$ cat src/rtl/sram_arbiter_pkg.sv
// Shared types for the pixel SRAM arbiter: SRAM bus request/result records,
// write-buffer entry and the grant encoding.
package sram_arbiter_pkg;

  localparam int ADDR_W = 20;
  localparam int DATA_W = 32;

  typedef struct packed {
    logic [ADDR_W-1:0] address;
    logic              oe_n;
    logic              we_n;
    logic              den;
  } SramRequest_t;

  typedef struct packed {
    logic [DATA_W-1:0] data;
  } SramResult_t;

  typedef struct packed {
    logic [ADDR_W-1:0] address;
    logic [DATA_W-1:0] data;
  } WrEntry_t;

  typedef enum logic [1:0] {
    GRANT_NONE,
    GRANT_DISP,
    GRANT_WRITE,
    GRANT_READ
  } ArbGrant_t;

endpackage

$ cat src/rtl/sram_arbiter_if.sv
// Client/SRAM-side signal bundle of the arbiter. The slave modport is the
// arbiter's view; master is the view of everything around it.
interface sram_arbiter_if #(
  parameter int STALL_W = 16
);
  import sram_arbiter_pkg::*;

  SramRequest_t      dispRequest;
  SramResult_t       dispResult;
  logic              wrValid;
  logic              wrReady;
  logic [ADDR_W-1:0] wrAddress;
  logic [DATA_W-1:0] wrData;
  logic              rdValid;
  logic              rdReady;
  logic [ADDR_W-1:0] rdAddress;
  logic              rdDataValid;
  logic [DATA_W-1:0] rdData;
  SramRequest_t      sramRequest;
  logic [DATA_W-1:0] sramWriteData;
  SramResult_t       sramResult;
  logic              idle;
  logic [STALL_W-1:0] stallCount;

  modport slave (
    input  dispRequest, wrValid, wrAddress, wrData, rdValid, rdAddress, sramResult,
    output dispResult, wrReady, rdReady, rdDataValid, rdData, sramRequest,
    output sramWriteData, idle, stallCount
  );

  modport master (
    output dispRequest, wrValid, wrAddress, wrData, rdValid, rdAddress, sramResult,
    input  dispResult, wrReady, rdReady, rdDataValid, rdData, sramRequest,
    input  sramWriteData, idle, stallCount
  );

endinterface

$ cat src/rtl/sram_write_fifo.sv
// Small synchronous FIFO of {address, data} write entries. The head entry is
// readable combinationally so it can be placed on the bus in its grant cycle.
module sram_write_fifo
  import sram_arbiter_pkg::*;
#(
  parameter  int DEPTH = 4,
  localparam int PTR_W = $clog2(DEPTH)
) (
  input  logic           clk,
  input  logic           rst,
  input  logic           push_i,
  input  WrEntry_t       push_entry_i,
  input  logic           pop_i,
  output WrEntry_t       head_o,
  output logic [PTR_W:0] count_o,
  output logic           empty_o,
  output logic           full_o
);

  WrEntry_t         mem_q [DEPTH];
  logic [PTR_W-1:0] wr_ptr_q;
  logic [PTR_W-1:0] rd_ptr_q;
  logic [PTR_W:0]   count_q;
  logic             do_push;
  logic             do_pop;

  assign empty_o = (count_q == '0);
  assign full_o  = (count_q == (PTR_W+1)'(DEPTH));
  assign count_o = count_q;
  assign head_o  = mem_q[rd_ptr_q];
  assign do_push = push_i && !full_o;
  assign do_pop  = pop_i && !empty_o;

  always_ff @(posedge clk) begin
    if (do_push) begin
      mem_q[wr_ptr_q] <= push_entry_i;
    end
  end

  always_ff @(posedge clk) begin
    if (rst) begin
      wr_ptr_q <= '0;
      rd_ptr_q <= '0;
      count_q  <= '0;
    end else begin
      if (do_push) wr_ptr_q <= wr_ptr_q + PTR_W'(1);
      if (do_pop)  rd_ptr_q <= rd_ptr_q + PTR_W'(1);
      case ({do_push, do_pop})
        2'b10:   count_q <= count_q + (PTR_W+1)'(1);
        2'b01:   count_q <= count_q - (PTR_W+1)'(1);
        default: count_q <= count_q;
      endcase
    end
  end

endmodule

$ cat src/rtl/sram_arbiter.sv
// Pixel SRAM arbiter: display scan-out owns the bus whenever it asks; buffered
// renderer writes and single-outstanding renderer reads share the rest.
module sram_arbiter
  import sram_arbiter_pkg::*;
#(
  parameter int WR_FIFO_DEPTH = 4,
  parameter int STALL_W       = 16
) (
  input logic           clk,
  input logic           rst,
  sram_arbiter_if.slave bus
);

  localparam int CNT_W = $clog2(WR_FIFO_DEPTH) + 1;

  WrEntry_t          push_entry;
  WrEntry_t          fifo_head;
  logic [CNT_W-1:0]  fifo_count;
  logic              fifo_empty;
  logic              fifo_full;
  logic              wr_push;
  logic              wr_pop;
  logic              disp_active;
  logic              rd_accept;
  ArbGrant_t         grant;
  ArbGrant_t         last_grant_q;
  logic              rd_pending_q;
  logic [ADDR_W-1:0] rd_addr_q;
  logic              rd_valid_q;
  logic [DATA_W-1:0] rd_data_q;
  logic [STALL_W-1:0] stall_q;
  SramRequest_t      sram_req;
  logic [DATA_W-1:0] sram_wdata;

  assign push_entry  = '{address: bus.wrAddress, data: bus.wrData};
  assign wr_push     = bus.wrValid && !fifo_full;
  assign wr_pop      = (grant == GRANT_WRITE);
  assign disp_active = !bus.dispRequest.oe_n;
  assign rd_accept   = bus.rdValid && !rd_pending_q;

  sram_write_fifo #(
    .DEPTH(WR_FIFO_DEPTH)
  ) u_write_fifo (
    .clk         (clk),
    .rst         (rst),
    .push_i      (wr_push),
    .push_entry_i(push_entry),
    .pop_i       (wr_pop),
    .head_o      (fifo_head),
    .count_o     (fifo_count),
    .empty_o     (fifo_empty),
    .full_o      (fifo_full)
  );

  // Renderer clients alternate on a tie; lastGrant names the loser of the next tie.
  always_comb begin
    grant = GRANT_NONE;
    if (disp_active) begin
      grant = GRANT_DISP;
    end else if (!fifo_empty && rd_pending_q) begin
      grant = (last_grant_q == GRANT_READ) ? GRANT_WRITE : GRANT_READ;
    end else if (!fifo_empty) begin
      grant = GRANT_WRITE;
    end else if (rd_pending_q) begin
      grant = GRANT_READ;
    end
  end

  always_comb begin
    sram_req   = '{address: '0, oe_n: 1'b1, we_n: 1'b1, den: 1'b0};
    sram_wdata = '0;
    case (grant)
      GRANT_DISP: begin
        sram_req.address = bus.dispRequest.address;
        sram_req.oe_n    = 1'b0;
      end
      GRANT_WRITE: begin
        sram_req.address = fifo_head.address;
        sram_req.we_n    = 1'b0;
        sram_req.den     = 1'b1;
        sram_wdata       = fifo_head.data;
      end
      GRANT_READ: begin
        sram_req.address = rd_addr_q;
        sram_req.oe_n    = 1'b0;
      end
      default: ;
    endcase
  end

  always_ff @(posedge clk) begin
    if (rst) begin
      last_grant_q <= GRANT_READ;
      rd_pending_q <= 1'b0;
      rd_addr_q    <= '0;
      rd_valid_q   <= 1'b0;
      rd_data_q    <= '0;
      stall_q      <= '0;
    end else begin
      rd_valid_q <= (grant == GRANT_READ);
      if (grant == GRANT_READ) begin
        rd_data_q    <= bus.sramResult.data;
        rd_pending_q <= 1'b0;
      end else if (rd_accept) begin
        rd_addr_q    <= bus.rdAddress;
        rd_pending_q <= 1'b1;
      end
      if (grant == GRANT_WRITE || grant == GRANT_READ) begin
        last_grant_q <= grant;
      end
      if ((!fifo_empty || rd_pending_q) && disp_active && stall_q != {STALL_W{1'b1}}) begin
        stall_q <= stall_q + STALL_W'(1);
      end
    end
  end

  assign bus.sramRequest   = sram_req;
  assign bus.sramWriteData = sram_wdata;
  assign bus.dispResult    = bus.sramResult;
  assign bus.wrReady       = (fifo_count < CNT_W'(WR_FIFO_DEPTH));
  assign bus.rdReady       = !rd_pending_q;
  assign bus.rdDataValid   = rd_valid_q;
  assign bus.rdData        = rd_data_q;
  assign bus.idle          = fifo_empty && !rd_pending_q;
  assign bus.stallCount    = stall_q;

endmodule
$ cat src/flat_wrapper.sv
// flat-port wrapper written by rule: the top's interface ports become plain ports
module sram_arbiter_flat import sram_arbiter_pkg::*;
#(
  parameter int WR_FIFO_DEPTH = 4,
  parameter int STALL_W       = 16
)
  (clk, rst, bus_dispRequest, bus_wrValid, bus_wrAddress, bus_wrData, bus_rdValid, bus_rdAddress, bus_sramResult, bus_dispResult, bus_wrReady, bus_rdReady, bus_rdDataValid, bus_rdData, bus_sramRequest, bus_sramWriteData, bus_idle, bus_stallCount);
  sram_arbiter_if #(.STALL_W(STALL_W)) bus_i ();
  input logic clk;
  input logic rst;
  input wire logic [$bits(bus_i.dispRequest)-1:0] bus_dispRequest;
  input wire logic [$bits(bus_i.wrValid)-1:0] bus_wrValid;
  input wire logic [$bits(bus_i.wrAddress)-1:0] bus_wrAddress;
  input wire logic [$bits(bus_i.wrData)-1:0] bus_wrData;
  input wire logic [$bits(bus_i.rdValid)-1:0] bus_rdValid;
  input wire logic [$bits(bus_i.rdAddress)-1:0] bus_rdAddress;
  input wire logic [$bits(bus_i.sramResult)-1:0] bus_sramResult;
  output wire logic [$bits(bus_i.dispResult)-1:0] bus_dispResult;
  output wire logic [$bits(bus_i.wrReady)-1:0] bus_wrReady;
  output wire logic [$bits(bus_i.rdReady)-1:0] bus_rdReady;
  output wire logic [$bits(bus_i.rdDataValid)-1:0] bus_rdDataValid;
  output wire logic [$bits(bus_i.rdData)-1:0] bus_rdData;
  output wire logic [$bits(bus_i.sramRequest)-1:0] bus_sramRequest;
  output wire logic [$bits(bus_i.sramWriteData)-1:0] bus_sramWriteData;
  output wire logic [$bits(bus_i.idle)-1:0] bus_idle;
  output wire logic [$bits(bus_i.stallCount)-1:0] bus_stallCount;
  assign bus_i.dispRequest = bus_dispRequest;
  assign bus_i.wrValid = bus_wrValid;
  assign bus_i.wrAddress = bus_wrAddress;
  assign bus_i.wrData = bus_wrData;
  assign bus_i.rdValid = bus_rdValid;
  assign bus_i.rdAddress = bus_rdAddress;
  assign bus_i.sramResult = bus_sramResult;
  assign bus_dispResult = bus_i.dispResult;
  assign bus_wrReady = bus_i.wrReady;
  assign bus_rdReady = bus_i.rdReady;
  assign bus_rdDataValid = bus_i.rdDataValid;
  assign bus_rdData = bus_i.rdData;
  assign bus_sramRequest = bus_i.sramRequest;
  assign bus_sramWriteData = bus_i.sramWriteData;
  assign bus_idle = bus_i.idle;
  assign bus_stallCount = bus_i.stallCount;
  sram_arbiter #(.WR_FIFO_DEPTH(WR_FIFO_DEPTH), .STALL_W(STALL_W)) u_core (.clk(clk), .rst(rst), .bus(bus_i));
endmodule
$ cat config.mk
export PLATFORM = sky130hd
export DESIGN_NAME = sram_arbiter_flat
export DESIGN_NICKNAME = d
export VERILOG_FILES = /design/src/rtl/sram_arbiter_pkg.sv /design/src/rtl/sram_arbiter_if.sv /design/src/rtl/sram_write_fifo.sv /design/src/rtl/sram_arbiter.sv /design/src/flat_wrapper.sv
export SDC_FILE = /design/constraint.sdc
export NUM_CORES = 1
export LEC_CHECK = 0
export BUFFER_PORTS_ARGS = -buffer_cell sky130_fd_sc_hd__buf_2
export CAP_MARGIN = 20
export CORE_UTILIZATION = 49
export CTS_BUF_LIST = sky130_fd_sc_hd__clkbuf_4
export DETAILED_ROUTE_END_ITERATION = 6
export HOLD_SLACK_MARGIN = 0.15
export PLACE_DENSITY = 0.74
export SLEW_MARGIN = 10
export SYNTH_ARGS = -nofsm -noshare
export SYNTH_HDL_FRONTEND = slang
export SYNTH_SLANG_ARGS = --single-unit
$ cat constraint.sdc
create_clock -name clk -period 3.35 [get_ports clk]
set_input_delay 0.1675 -clock clk [delete_from_list [all_inputs] [get_ports clk]]
set_output_delay 0.1675 -clock clk [all_outputs]
set_load 0.02 [all_outputs]
Word level (Yosys, flattened, before mapping)

Memory sizes are Yosys's and may differ from the RTL's. A register that Yosys moved wholly into a read port is not among the register bits.
Cells that the tools add are included.

Reductions and logical operators: 19
Add/sub/neg operators: 5
Multiplexer cells: 14
$lt $le $gt $ge: 1
Bitwise operators: 1
Equal/unequal tests: 8

Operator list:

| kind                    | number |
|---|---|
| $pmux W20 S3            | 1 |
| $mux W32                | 1 |
| $add A16 B1 Y16 const B | 1 |
| $ne A16 B16 Y1 const B  | 1 |
| $mux W2                 | 7 |
| $eq A2 B2 Y1 const B    | 4 |
| $logic_and A1 B1 Y1     | 8 |
| $pmux W3 S2             | 1 |
| $add A2 B1 Y2 const B   | 2 |
| $eq A2 B1 Y1 const B    | 2 |
| $logic_not A1 Y1        | 4 |
| $mux W1                 | 4 |
| $reduce_or A2 Y1        | 2 |
| $add A3 B1 Y3 const B   | 1 |
| $eq A3 B3 Y1 const B    | 1 |
| $logic_not A3 Y1        | 1 |
| $lt A3 B3 Y1 const B    | 1 |
| $sub A3 B1 Y3 const B   | 1 |
| $logic_or A1 B1 Y1      | 2 |
| $reduce_and A2 Y1       | 1 |
| $reduce_bool A2 Y1      | 1 |
| $not A1 Y1              | 1 |

Output and inout port bits: 139
Memories: 1
Bits of input ports: 131
Bits in writable memories: 208
Logic and storage cells: 58
Register bits: 79

Memory list:

| name                      | depth | width | rd ports | clocked after Yosys merged registers in | write ports | RTL line              | text |
|---|---|---|---|---|---|---|---|
| u_core.u_write_fifo.mem_q | 4     | 52    | 1        | 1                                       | 1           | sram_write_fifo.sv:20 | `WrEntry_t mem_q [DEPTH];` |

Logic depth before layout (Yosys ltp)

Gate-level depths: netlist of the first run.

Word-level depth: 9
Gate-level depth with buffers: 11
Gate-level depth less buffers: 9

Hierarchy

A second synthesis of the first run with hierarchy kept.

Cell total of the unflattened synthesis: 809
Area total of the unflattened synthesis: 11656.2 µm²

Modules (own cells, without submodules):

| module          | times used | cells an instance | area an instance (µm²) | seq. area each (µm²) |
|---|---|---|---|---|
| sram_write_fifo | 1          | 326               | 8040.2                 | 6426.2 |
| sram_arbiter    | 1          | 483               | 3616.0                 | 1441.4 |

Least setup slack after synthesis of the first run

Ideal clock, no wire load.

Path type: reg-to-reg
Start: reg u_core.u_write_fifo.count_q[2] (netlist: u_core.u_write_fifo.count_o[2])
End: mem u_core.u_write_fifo.mem_q[0][0] (netlist bit), enable pin
Clock period less this slack: 2.443 ns
Setup time: 0.415 ns
Path slack: 0.907 ns
Arrival time: 2.028 ns
Required time: 2.935 ns
Stages on the path, launching flop included: 4
Buffers on the path: 0
Cell sequence: dfxtp_1 -> inv_1 -> o31a_1 -> and2_1

Word-level cells in the longest chain between the ends: 6

RTL lines:

| item                            | RTL line                                  | text |
|---|---|---|
| start, declared                 | sram_write_fifo.sv:23                     | `logic [PTR_W:0] count_q;` |
| start signal, assigned          | sram_write_fifo.sv:49                     | `2'b10: count_q <= count_q + (PTR_W+1)'(1);` |
| start signal, assigned          | sram_write_fifo.sv:50                     | `2'b01: count_q <= count_q - (PTR_W+1)'(1);` |
| start signal, assigned          | sram_write_fifo.sv:51                     | `default: count_q <= count_q;` |
| $eq A3 B3 Y1 *                  | sram_write_fifo.sv:28                     | `assign full_o = (count_q == (PTR_W+1)'(DEPTH));` |
| $logic_not A1 Y1 *              | sram_write_fifo.sv:31, sram_arbiter.sv:36 |  |
| $logic_and A1 B1 Y1             | sram_arbiter.sv:36                        | `assign wr_push = bus.wrValid && !fifo_full;` |
| $logic_and A1 B1 Y1 *           | sram_write_fifo.sv:31                     | `assign do_push = push_i && !full_o;` |
| $mux W1 *                       | sram_write_fifo.sv:35                     | `if (do_push) begin` |
| $mux W1 (not written as such) * | sram_write_fifo.sv:36                     | `mem_q[wr_ptr_q] <= push_entry_i;` |
| end, declared                   | sram_write_fifo.sv:20                     |  |

Every way passes the cells marked *; elsewhere a longest branch is shown, timed or not.

Final worst setup path of the first run

Start: reg u_core.u_write_fifo.count_q[0] (netlist: u_core.u_write_fifo.count_o[0])
End: out bus_sramRequest[6]

Word-level cells in the longest chain between the ends: 7
Elaborated cells on any way between the ends: 10
Those cells by class: 3 x eq/ne; 4 x mux; 3 x reduce/logical

RTL lines:

| item                                         | RTL line              | text |
|---|---|---|
| $logic_not A3 Y1 *                           | sram_write_fifo.sv:27 | `assign empty_o = (count_q == '0);` |
| $logic_not A1 Y1                             | sram_arbiter.sv:60    | `end else if (!fifo_empty && rd_pending_q) begin` |
| $logic_and A1 B1 Y1                          | sram_arbiter.sv:60    |  |
| $mux W2 *                                    | sram_arbiter.sv:60    |  |
| $mux W2 *                                    | sram_arbiter.sv:58    | `if (disp_active) begin` |
| $eq A2 B2 Y1 or $eq A2 B1 Y1 (tied branches) | sram_arbiter.sv:72    | `case (grant)` |
| $pmux W20 S3 *                               | sram_arbiter.sv:72    |  |
| end, declared                                | flat_wrapper.sv:23    | `output wire logic [$bits(bus_i.sramRequest)-1:0] bus_sramRequest;` |

Marks and branches as above.

==> run summary, run 1 <==
The worst path needs 3100 ps of the cycle, external delays included. The run gives 24.7% as the logic gate share of total power. The critical path goes through o311ai_0, and3_2, a221o_1, buf_2. Yosys attributes the largest share of cell area to sky130_fd_sc_hd__edfxtp_1 (54%), sky130_fd_sc_hd__dfxtp_1 (14%), sky130_fd_sc_hd__mux4_2 (10%), sky130_fd_sc_hd__nand2_1 (3.7%), sky130_fd_sc_hd__a21oi_1 (3.0%). The placer congestion estimate is 0.813, and the maximum number of buffers from clock root to sink is 3. Sequential cells burn 44.4% of the power. The number of max-slew violations in the final report is 0. The run gives 250 ps as the final worst setup slack. The post-synthesis cell type with the largest combined area is sky130_fd_sc_hd__edfxtp_1.

Across all hold checks on the routed design, the worst slack comes to 259 ps. For this run, the slowest stage of the critical path takes 800 ps. Data on the critical path is required at its endpoint by 3180 ps.

The number of warnings issued by yosys is 0. Buffer count from post-CTS setup fixing: 0. The path class of the tightest hold or removal check is in2reg. The worst setup path is launched from a flip-flop.

Summed over its instances, the top area cell type makes up 54.3% of the synthesized netlist area. For the final database, setup skew stands at 34.3 ps. Counting distinct cell types in the post-synthesis netlist gives 46. The total CTS buffers was 75. For this run, asynchronously set or reset flops after synthesis account for 0%. The cell area that synthesis handed to floorplanning was 11500 µm².

Via count of the first global-routing pass: 8686. The first global-routing pass estimated 44.4 mm of wire. Leaving out filler cells and counting taps, the final layout contains 1585. For the detailed-route via count, the log shows 8315. For the aggregate negative setup slack, the log shows 0 ps.

The run gives 0 as the number of nets with antenna violations after detailed routing. The startpoint-to-endpoint class of the critical path was reg2out. For the final number of hold-violating endpoints, the log shows 0. TritonCTS built the clock tree. After clock tree synthesis, the clock-pin slew on the worst setup and hold paths is 70 ps. The total design power was 0.00985 W; the count of clock tree sinks was 289. The slowest stage of the critical path belongs to the cell sky130_fd_sc_hd__and3_2. The tree is rooted in a sky130_fd_sc_hd__clkbuf_4. Number of placed instances, taps included: 1301. Setup violations remaining at the end of the flow were counted as 0. Entering global routing, the biggest net connects 54 pins. The first-pass detailed-route iteration total was 5; the internal power of the cells was 0.00690 W. After the first detailed-routing iteration, the DRC count stood at 616.

Power density relative to cell area: 638 nW/µm². In this run the tool buffered the top-level ports with 267 buffer cells. For the number of antenna violations at the first check in global routing, the log shows 4.

Pin placement for this block handled 270 I/O pins. For this run, design rule violations remaining after detail routing come to 0. Setup repair after global routing left no endpoint under its margin. Of the total power, the share spent switching nets is 29.9%. The floorplan step set the die height to 155 µm. The placeable core region is 22800 µm². In the final routed layout, each cell accounts on average for 18.3 µm.

In this run the power spent charging and discharging nets is 0.00294 W. The flow ran to the end, and the final reports show no timing, DRC or antenna violations. The run gives 660 ps as the clock latency reported for the late side of the worst-skew pair.

The top cell types in the final layout, fill and taps aside, are sky130_fd_sc_hd__buf_2 (267), sky130_fd_sc_hd__edfxtp_1 (208), sky130_fd_sc_hd__dlygate4sd3_1 (149), sky130_fd_sc_hd__clkbuf_4 (116), sky130_fd_sc_hd__nand2_1 (114). The synthesized area divided by synthesized cell count is 14.7 µm², and the share of the cycle needed by the critical path after routing is 92.5%. The signed area change from the synthesized netlist to the final layout was 34.2%; the post-DP HPWL was 16.4 mm. STA classifies the critical path endpoint as an output port. Yosys mapped a number of flops with a built-in enable equal to 208. The run gives 68.4% as the post-synthesis sequential area ratio. The overall track demand over capacity in global routing was 24.3%; the area enclosed by the die boundary was 24100 µm². The maximum level of the CTS H-tree was 3; the number of vias per cell after detailed routing was 5.25. After detailed routing, the total wire length is 29.0 mm.

For this run, the top clock speed supported by timing is 323 MHz. Worst max-slew margin expressed relative to the limit: 30.7%. The static power due to leakage was 5.96 nW; the number of fill cells was 1562. At the pin with the least slew margin, the transition time is 1030 ps. The fraction of layout instances using a drive strength above 1 was 37.1%; the count of maximum capacitance violations was 0. The run gives 55 as the number of standard-cell rows in the floorplan. For the starting density of the core, the log shows 50.3%. The biggest fanout along the worst timing path works out to 30. Across the VDD grid, the largest voltage drop is 481 µV. The dominant register cell in the synthesized netlist was sky130_fd_sc_hd__edfxtp_1.

The net total in the final layout was 1352; the worst slack after detailed placement was 946 ps. Data on the critical path arrives at its endpoint at 2930 ps. The fraction of power consumed by the clock network is 30.9%, and the register bit total from synthesis is 289. Synthesis produced a netlist with a net count of 923.

The die is 155 µm wide. The library cell used most frequently in the layout, excluding fill and tap cells, is sky130_fd_sc_hd__buf_2. Global routing finished with a remaining overflow of 0. Synthesis produced a netlist whose cell count is 785.
==> cell families (layout without fill, tap and decap cells) <==
logic type,count (synthesis),in the layout,synth area share [%]
flops,289,289,68.4
simple gates,222,222,9.46
compound gates,113,113,6.29
buf+inv,96,579,4.35
mux,54,54,10.4
fa+ha+maj,7,7,0.827
xor+xnor,4,4,0.305
other cells,0,4,0
==> final timing paths <==
check                                               startpoint                                to  slack (ps)  cells past startpoint
worst max register to register  u_core.u_write_fifo.count_o[0]             u_core.bus.rdData[29]         420                      6
worst max-delay path            u_core.u_write_fifo.count_o[0]                bus_sramRequest[6]         250                      4
worst min-delay path                            bus_wrData[30]  u_core.u_write_fifo.mem_q[2][30]         260                      2
worst min register to register           u_core.bus.rdData[16]             u_core.bus.rdData[16]         450                      2
==> flip-flops by register name (all words and copies together) (netlist names), named ones only <==
signal                        count
u_core.u_write_fifo.mem_q       208
u_core.bus.rdData                32
u_core.rd_addr_q                 20
u_core.bus.stallCount            16
u_core.u_write_fifo.count_o       3
u_core.last_grant_q               2
u_core.u_write_fifo.rd_ptr_q      2
u_core.u_write_fifo.wr_ptr_q      2
u_core.bus.rdDataValid            1
u_core.rd_pending_q               1
==> layer usage <==
metal  track usage [%]  part of all wire, %  vias up
met5                 0                    0        -
met4              13.0                  4.2        0
met3              7.38                  8.6       78
met2              42.7                   50      399
met1              26.5                   37     4015
li1                  -                    -     3823
==> power groups by stage <==
stage / clock, W / combinational, W / sequential (W)
global route: 0.00329 / 0.00263 / 0.00441
CTS: 0.00311 / 0.00243 / 0.00437
finish: 0.00304 / 0.00243 / 0.00437
global placement: 0 / 0.00226 / 0.00443
detailed placement: 0 / 0.00227 / 0.00445
floorplan: 0 / 0.00155 / 0.00443
==> cell usage after synthesis (all sizes together) (2+ instances only) <==
cell    number
clkbuf      33
xnor2        2
inv         16
o311ai       2
nor2        12
ha           6
buf         46
and2        36
or4         13
edfxtp     208
a221o       20
nor3         2
o21a         2
dfxtp       81
nand3        8
mux4        52
o21ai        4
nand2      114
or3          4
a21oi       69
o41ai        3
nand4        3
xor2         2
o31ai        9
nor2b       22
==> final cells by class <==
class	count	area (µm²)	area share, %
repair buffers	431	2990	19.4
clock inverters	15	88.8	0.575
inverters	17	63.8	0.413
diodes	4	10.0	0.0648
well taps	313	392	2.54
clock buffers	116	871	5.64
multi-input cells	400	3150	20.4
flip-flops and latches	289	7870	51.0
==> critical path, delay by kind of cell, from the launching register on <==
family	cells	cell delay, ps
simple gates	1	800
buf+inv	1	190
compound gates	2	940
flops	1	350
==> timing repair <==
action	in CTS	in global routing
hold buffers	149	0
resized for setup	0	0
endpoints found under the hold margin	280	0
==> per-stage QoR <==
stage               cell area [µm²]  utilization [%]
finish                        15400             67.6
detailed placement            13000             56.8
global route                  15400             67.6
CTS                           15400             67.5
floorplan                     11500                -
global placement              13000             56.8
(Power assumes the default switching activity.)
==> run 2: changes to the inputs <==
CORE_UTILIZATION = 40   (was 49)
PLACE_DENSITY = 0.62   (was 0.74)
==> run 2 against run 1 <==
Setup slack better by 14 ps. Critical path depth up 1. First-iteration DRC count decreased by 34%. Register-to-register slack better by 640 ps. Combinational power is 2% lower. Critical path type unchanged. Highest routed layer unchanged.
==> run summary, run 2 (same netlist as run 1, synthesis figures left out) <==
The flow ran to the end, and the final reports show no timing, DRC or antenna violations. The leftover overflow at the end of global routing was 0 (unchanged). The biggest fanout along the worst timing path was 47 (+57%).

The library cell used most frequently in the layout, excluding fill and tap cells, is sky130_fd_sc_hd__buf_2. TritonCTS built the clock tree. The count of clock tree sinks was 289 (unchanged); the cell depth of the worst flop-to-flop path was 5 (-1). The fraction of layout instances using a drive strength above 1 was 38.1% (+0.95 points). The busiest layer in global routing is met2.

The data arrival time of the critical path was 2920 ps (about the same). The power density relative to cell area is 639 nW/µm² (+0.25%). Via count of the first global-routing pass: 7935 (-8.6%). The number of vias per cell after detailed routing is 4.92 (-6.3%). The top cell types in the final layout, fill and taps aside, are sky130_fd_sc_hd__buf_2 (267), sky130_fd_sc_hd__edfxtp_1 (208), sky130_fd_sc_hd__dlygate4sd3_1 (119), sky130_fd_sc_hd__nand2_1 (114), sky130_fd_sc_hd__clkbuf_4 (113).

The tools report the met2 usage in global routing as 33.3% (-9.4 points). The run gives 1326 (-1.9%) as the net total in the final layout. The share of the cycle needed by the critical path after routing is 92.1% (-0.41 points). The run gives 0 (unchanged) as the number of max-slew violations in the final report. The tools report the placer congestion estimate as 0.775 (-4.7%). The logs give 5.80 nW (-2.6%) for the static power due to leakage and 54.3% (-13 points) for the final standard cell utilization of the core. For the pin count of the biggest net entering global routing, the log shows 54 (unchanged). The run gives 270 (unchanged) as the I/O pin count. The clock latency reported for the late side of the worst-skew pair came out at 710 ps (+50 ps). The tools report the final worst setup slack as 264 ps (+13.7 ps). The mean routed wirelength per cell works out to 17.7 µm (-3.6%). The total of buffers placed on input and output ports was 267 (unchanged); the global routing met1 resource utilization was 21.3% (-5.2 points).

The logs give 4 (unchanged) for the number of antenna violations at the first check in global routing and 61 (+11%) for the number of standard-cell rows in the floorplan. The total design power was 0.00972 W (-1.3%). The worst setup path is captured at an output port.

The worst-case vdd ir drop came out at 419 µV (-13%). The required time at the endpoint of the critical path is 3180 ps (about the same), and the area enclosed by the die boundary is 29400 µm² (+22%). The tools report the worst slack after detailed placement as 1040 ps (+93.2 ps).

The logs give 17.5 mm (+6.8%) for the post-DP HPWL and 46.5 ps (+12.1 ps) for the maximum clock skew at final layout. Setup repair after global routing left no endpoint under its margin. The tools report the starting density of the core as 41.1% (-9.3 points). The maximum number of buffers from clock root to sink is 3 (unchanged). Class of the worst hold path: in2reg.

For the detailed-route via count, the log shows 7972 (-4.1%). The run gives 28.6 mm (-1.4%) as the wire length reported by the detailed router. Hold buffer count at cts: 119 (-20%). Relative to the synthesized area, the layout overhead comes to 32.2%.

The worst setup path is launched from a flip-flop. The critical path is of the reg2out type. The overall die width is 172 µm (+11%), and the quantity of gates resized following cts is 0 (unchanged). Most flop-heavy register: u_core.u_write_fifo.mem_q. The buffer count from post-CTS setup fixing was 0 (unchanged); the number of remaining DRC errors was 0 (unchanged). The tools report the placeable core region as 28000 µm² (+23%). The worst max-slew margin expressed relative to the limit came out at 29.1% (-1.6 points). The clock-pin transition on the worst setup and hold timing paths came out at 70 ps (about the same).

The hold-critical path depth works out to 2 (unchanged). For the first-iteration detailed-routing DRC count, the log shows 408 (-34%). The time the worst path needs with I/O delays and setup is 3090 ps (-13.7 ps). The aggregate negative setup slack is 0 ps (unchanged). The clock tree root buffer cell was sky130_fd_sc_hd__clkbuf_4. The total CTS buffers came out at 76 (+1.3%).

For the overall track demand over capacity in global routing, the log shows 19.3% (-5.1 points). The first-pass detailed-route iteration total was 4 (-1). The number of flip-flops in the largest register works out to 208 (unchanged). The met3 global-route usage is 6.17% (-1.2 points), and the y dimension of the die is 172 µm (+11%). The run gives 0 (unchanged) as the count of maximum capacitance violations. The number of failing setup endpoints in the final timing report is 0 (unchanged). The global-route wire length before repair was 42.1 mm (-5.1%); the number of nets with antenna violations after detailed routing was 0 (unchanged).

The final number of hold-violating endpoints was 0 (unchanged). The transition time of the tightest slew-check pin is 1060 ps (+29.2 ps), and the maximum level of the CTS H-tree is 3 (unchanged). The tools report the fmax as 324 MHz (+0.45%).
==> run 2: changes by cell type in the layout (fill, tap and decap cells not counted), moves of 2 or more <==
cell / before / now
sky130_fd_sc_hd__inv_2: 5 / 2
sky130_fd_sc_hd__buf_4: 11 / 15
sky130_fd_sc_hd__dlygate4sd3_1: 149 / 119
sky130_fd_sc_hd__inv_6: 0 / 2
sky130_fd_sc_hd__clkbuf_4: 116 / 113
sky130_fd_sc_hd__clkinv_4: 1 / 3
==> run 2: cell type report <==
cell class / count / area, µm²
antenna: 4 / 10.0
clock buffer: 113 / 848
sequential: 289 / 7870
multi-input combinational: 400 / 3140
clock inverter: 16 / 95.1
timing repair buffer: 404 / 2700
tap: 378 / 473
fill: 2312 / 12800
inverter: 17 / 63.8
==> run 2: metrics by stage <==
step	hold WS, ps	cell area [µm²]	cells
floorplan	266	11500	785
global placement	382	13100	1369
detailed placement	385	13100	1369
CTS	150	15200	1617
global route	165	15200	1619
finish	220	15200	1621
==> run 2: metal layers <==
layer  up-vias  part of all wire, %
met4         0                  3.5
met3        66                  8.7
li1       3767                    -
met2       309                   48
met1      3830                   39
met5         -                    0
==> run 2: worst paths after layout <==
kind / endpoint / slack (ps) / from
max: bus_sramRequest[13] / 260 / u_core.u_write_fifo.count_o[0]
min: u_core.u_write_fifo.mem_q[0][8] / 220 / bus_wrData[8]
max reg2reg: u_core.bus.rdData[5] / 1060 / u_core.u_write_fifo.count_o[0]
min reg2reg: u_core.bus.rdData[16] / 450 / u_core.bus.rdData[16]
==> run 2: power breakdown <==
| part | switching, W | internal, W | total (W) |
|---|---|---|---|
| clock | 0.00140 | 0.00155 | 0.00295 |
| sequential | 0.000189 | 0.00421 | 0.00440 |
| combinational | 0.00136 | 0.00101 | 0.00237 |
==> run 2: critical path, cell delays in order, from the launching register on <==
cell	delay, ps
sky130_fd_sc_hd__dfxtp_1	360
sky130_fd_sc_hd__o311ai_0	730
sky130_fd_sc_hd__and3_2	480
sky130_fd_sc_hd__buf_12	260
sky130_fd_sc_hd__a221o_1	200
sky130_fd_sc_hd__buf_2	160
==> run 3: changes to the inputs <==
ABC_AREA = 1   (was not set)
==> run 3 against run 2 <==
Global-route usage up 1.0 points. Clock power up 1%. Sequential power down 2%. Hold slack better by 8.6 ps. Utilization down 0.29 points. Wire length up 9.3%. Largest cell class unchanged.
==> run summary, run 3 <==
For the global routing met1 resource utilization, the log shows 23.7% (+2.4 points). The cell sitting at the root of the clock tree is a sky130_fd_sc_hd__clkbuf_4. The unique cell type count in the Yosys netlist is 30 (-35%), and the number of vias per cell after detailed routing is 4.92 (about the same).

The overall track demand over capacity in global routing came out at 20.3% (+1.0 points). Total design power: 0.00976 W (+0.41%). The flow ran to the end, and the final reports show no timing, DRC or antenna violations. The required time at the endpoint of the critical path was 3180 ps (about the same); the number of nets with antenna violations after detailed routing was 0 (unchanged). The total of buffers placed on input and output ports is 267 (unchanged), and the aggregate negative setup slack is 0 ps (unchanged).

The async set-reset flop share out of synthesis came out at 0% (unchanged). The tools report the smallest hold slack as 228 ps (+8.64 ps). For the via count of the first global-routing pass, the log shows 9586 (+21%). The library cell used most frequently in the layout, excluding fill and tap cells, is sky130_fd_sc_hd__buf_2. By area the synthesized netlist is led by sky130_fd_sc_hd__edfxtp_1 (52%), sky130_fd_sc_hd__dfxtp_1 (14%), sky130_fd_sc_hd__nor2_1 (7.4%), sky130_fd_sc_hd__o21ai_0 (5.5%), sky130_fd_sc_hd__nand2_1 (4.8%). The final number of hold-violating endpoints is 0 (unchanged), and the number of failing setup endpoints in the final timing report is 0 (unchanged). Dominant register cell in the synthesized netlist: sky130_fd_sc_hd__edfxtp_1.

The logs give 3420 µm² (+8.8%) for the area of the multi-input gates and 30600 µm² (+4.1%) for the area enclosed by the die boundary. The global routing stage identified its most utilized layer as met2. TritonCTS built the clock tree. Area share of the largest cell type after synthesis: 52.2% (-2.1 points).

Setup repair after global routing left no endpoint under its margin. Leftover overflow at the end of global routing: 0 (unchanged). The run gives 17.6 mm (+0.56%) as the post-DP HPWL.

The detailed-route via count came out at 9754 (+22%). Net total in the final layout: 1684 (+27%). The starting density of the core is 41.2% (+0.097 points). The biggest fanout along the worst timing path was 73 (+55%); the data arrival time of the critical path was 2860 ps (-60 ps). The library cell with the highest instance count after synthesis is sky130_fd_sc_hd__nor2_1. The logs give 74 (+37%) for the pin count of the biggest net entering global routing and 65.7% (-2.7 points) for the post-synthesis sequential area ratio.

The run gives 5 (+1) as the number of antenna violations at the first check in global routing. Overall die width: 175 µm (+2.0%). Worst setup path endpoint: bus_sramRequest[7].

The fraction of layout instances using a drive strength above 1 was 27.6% (-10 points). The maximum clock skew at final layout was 32.7 ps (-13.8 ps); the fmax was 330 MHz (+1.9%). The number of nets produced by synthesis was 1290 (+40%); the cell count after synthesis was 1152 (+47%). The most flop-heavy register is u_core.u_write_fifo.mem_q. The kind of end point of the critical path was an output port. The count of maximum capacitance violations was 0 (unchanged); the share of the cycle needed by the critical path after routing was 90.4% (-1.7 points). The maximum level of the CTS H-tree was 3 (unchanged). In the layout the commonest cells are sky130_fd_sc_hd__buf_2 (267), sky130_fd_sc_hd__nor2_1 (233), sky130_fd_sc_hd__edfxtp_1 (208), sky130_fd_sc_hd__nand2_1 (152), sky130_fd_sc_hd__dlygate4sd3_1 (133).

The placeable core region came out at 29100 µm² (+3.9%). The run gives 0 (unchanged) as the number of warnings issued by yosys. The tools report the source of the worst register-to-register timing path as u_core.u_write_fifo.count_o[0]. The setup slack of the worst register-to-register path was 1100 ps (+40 ps). The maximum number of buffers from clock root to sink is 3 (unchanged), and the post-synthesis instance area is 12000 µm² (+4.1%). The first-pass detailed-route iteration total was 5 (+1). The number of flops mapped to enable cells by yosys is 208 (unchanged), and the clock-pin transition on the worst setup and hold timing paths is 70 ps (about the same). The met3 global-route usage is 5.57% (-0.60 points), and the worst-case vdd ir drop is 418 µV (-0.26%). The synthesized area divided by synthesized cell count works out to 10.4 µm² (-29%). The final non-filler cell total is 1984 (+22%).

The startpoint class of the critical path is a flip-flop. Compared with the post-synthesis result, the final layout area differs by 31.2%. The clock latency reported for the late side of the worst-skew pair came out at 670 ps (-40 ps). The critical path in this run is classified as reg2out. The run gives 6.49 nW (+12%) as the static power due to leakage. The I/O pin count was 270 (unchanged); the number of remaining DRC errors was 0 (unchanged).

Of all cell types, the one taking the most synthesized area is sky130_fd_sc_hd__edfxtp_1. The number of standard-cell rows in the floorplan came out at 62 (+1.6%). In this run the critical register-to-register path is captured at u_core.u_write_fifo.count_o[2]. The number of fill cells is 2603 (+13%). The wire length reported by the detailed router came out at 31.3 mm (+9.3%).

Counting instances in the post-synthesis netlist gives the leading cell types as sky130_fd_sc_hd__nor2_1 (237), sky130_fd_sc_hd__edfxtp_1 (208), sky130_fd_sc_hd__nand2_1 (152). Transition time of the tightest slew-check pin: 764 ps (-300 ps). The cell depth of the worst flop-to-flop path is 10 (+5), and the global-route wire length before repair is 48.5 mm (+15%). For the placer congestion estimate, the log shows 0.867 (+12%). The register bit total from synthesis was 289 (unchanged). The number of flip-flops in the largest register was 208 (unchanged); the y dimension of the die was 175 µm (+2.0%).

The class of the worst hold path is in2reg. Time the worst path needs with I/O delays and setup: 3030 ps (-57.7 ps). The tools report the total CTS buffers as 77 (+1.3%). The hold-critical path depth is 3 (+1), and the worst max-slew margin expressed relative to the limit is 49.1% (+20 points).

The tools report the count of clock tree sinks as 289 (unchanged). Power density relative to cell area: 622 nW/µm² (-2.8%). The met2 usage in global routing came out at 34.5% (+1.2 points).

The mean routed wirelength per cell came out at 15.8 µm (-11%). The quantity of gates resized following cts came out at 0 (unchanged). The logs give 1718 (+25%) for the number of placed instances, taps included and 0 (unchanged) for the number of max-slew violations in the final report. The logs give 589 (+44%) for the first-iteration detailed-routing DRC count and 7870 µm² (unchanged) for the storage element area.
-- run 3: cell count changes after synthesis, sizes merged, moves of 19 or more --
cell   previous run  this run
mux4             52         0
nor2b            22         0
and2             36         0
nand2           114       160
nand3             8        97
o21ai             4       132
buf              46        69
nor2             12       244
inv              16        35
a221o            20         0
o22ai             0        20
-- run 3: kinds of logic after synthesis --
logic type / share of synthesized area [%]
xor gates and xnor gates: 0.585
AOI/OAI and AO/OA: 9.11
and+or+nand+nor: 17.8
DFF: 65.7
adders and majority gates: 0.794
buffers and inverters: 5.98
-- run 3: cell type report --
class                      count  share of cell area [%]
inverter                      35                   0.836
clock inverter                17                   0.717
tap                          384                    3.06
timing repair buffer         415                    18.1
sequential                   289                    50.1
antenna                        5                  0.0797
clock buffer                 111                    5.31
multi-input combinational    728                    21.8
-- run 3: worst max-delay path, stage by stage (launching register included) --
cell and delay (ps):
sky130_fd_sc_hd__dfxtp_4 580, sky130_fd_sc_hd__buf_4 700, sky130_fd_sc_hd__o21ai_0 210, sky130_fd_sc_hd__o22ai_1 320, sky130_fd_sc_hd__nand2_1 120, sky130_fd_sc_hd__nand3_1 80, sky130_fd_sc_hd__buf_2 160
-- run 3: where the power goes --
part           leakage [nW]  total, W  internal (W)  switching [W]
Sequential             2.57   0.00431       0.00418       0.000138
Clock                 0.569   0.00299       0.00160        0.00139
Combinational          3.35   0.00246      0.000782        0.00168
Total                  6.49   0.00976       0.00656        0.00321
-- run 3: worst min-delay path by stage --
stage              startpoint                                to  slack, ps
3_5_place_dp    bus_wrData[7]   u_core.u_write_fifo.mem_q[3][7]        380
6_report          bus_wrValid   u_core.u_write_fifo.wr_ptr_q[0]        230
2_1_floorplan   bus_wrData[0]   u_core.u_write_fifo.mem_q[0][0]        270
4_1_cts           bus_wrValid   u_core.u_write_fifo.wr_ptr_q[1]        150
5_1_grt        bus_wrData[17]  u_core.u_write_fifo.mem_q[3][17]        190
3_3_place_gp   bus_wrData[17]  u_core.u_write_fifo.mem_q[0][17]        380
-- run 3: what timing repair did --
| item | 4_1_cts | 5_1_grt |
|---|---|---|
| hold buffers | 133 | 0 |
| buffers inserted | 0 | 0 |
| hold endpoints to repair | 279 | 0 |
-- run 3: per-stage QoR --
step	setup WS [ps]	util, %	instance area, µm²
after floorplan	68.3	-	12000
after global placement	1010	46.1	13400
after detailed placement	985	46.1	13400
after CTS	204	53.9	15700
after global routing	77.2	54.0	15700
final	322	54.0	15700
-- run 3: layer usage --
metal | vias to the layer above | share of wire, %
met1 | 4561 | 42
met3 | 72 | 7.4
met2 | 361 | 48
li1 | 4760 | -
met4 | 0 | 3.2
met5 | - | 0
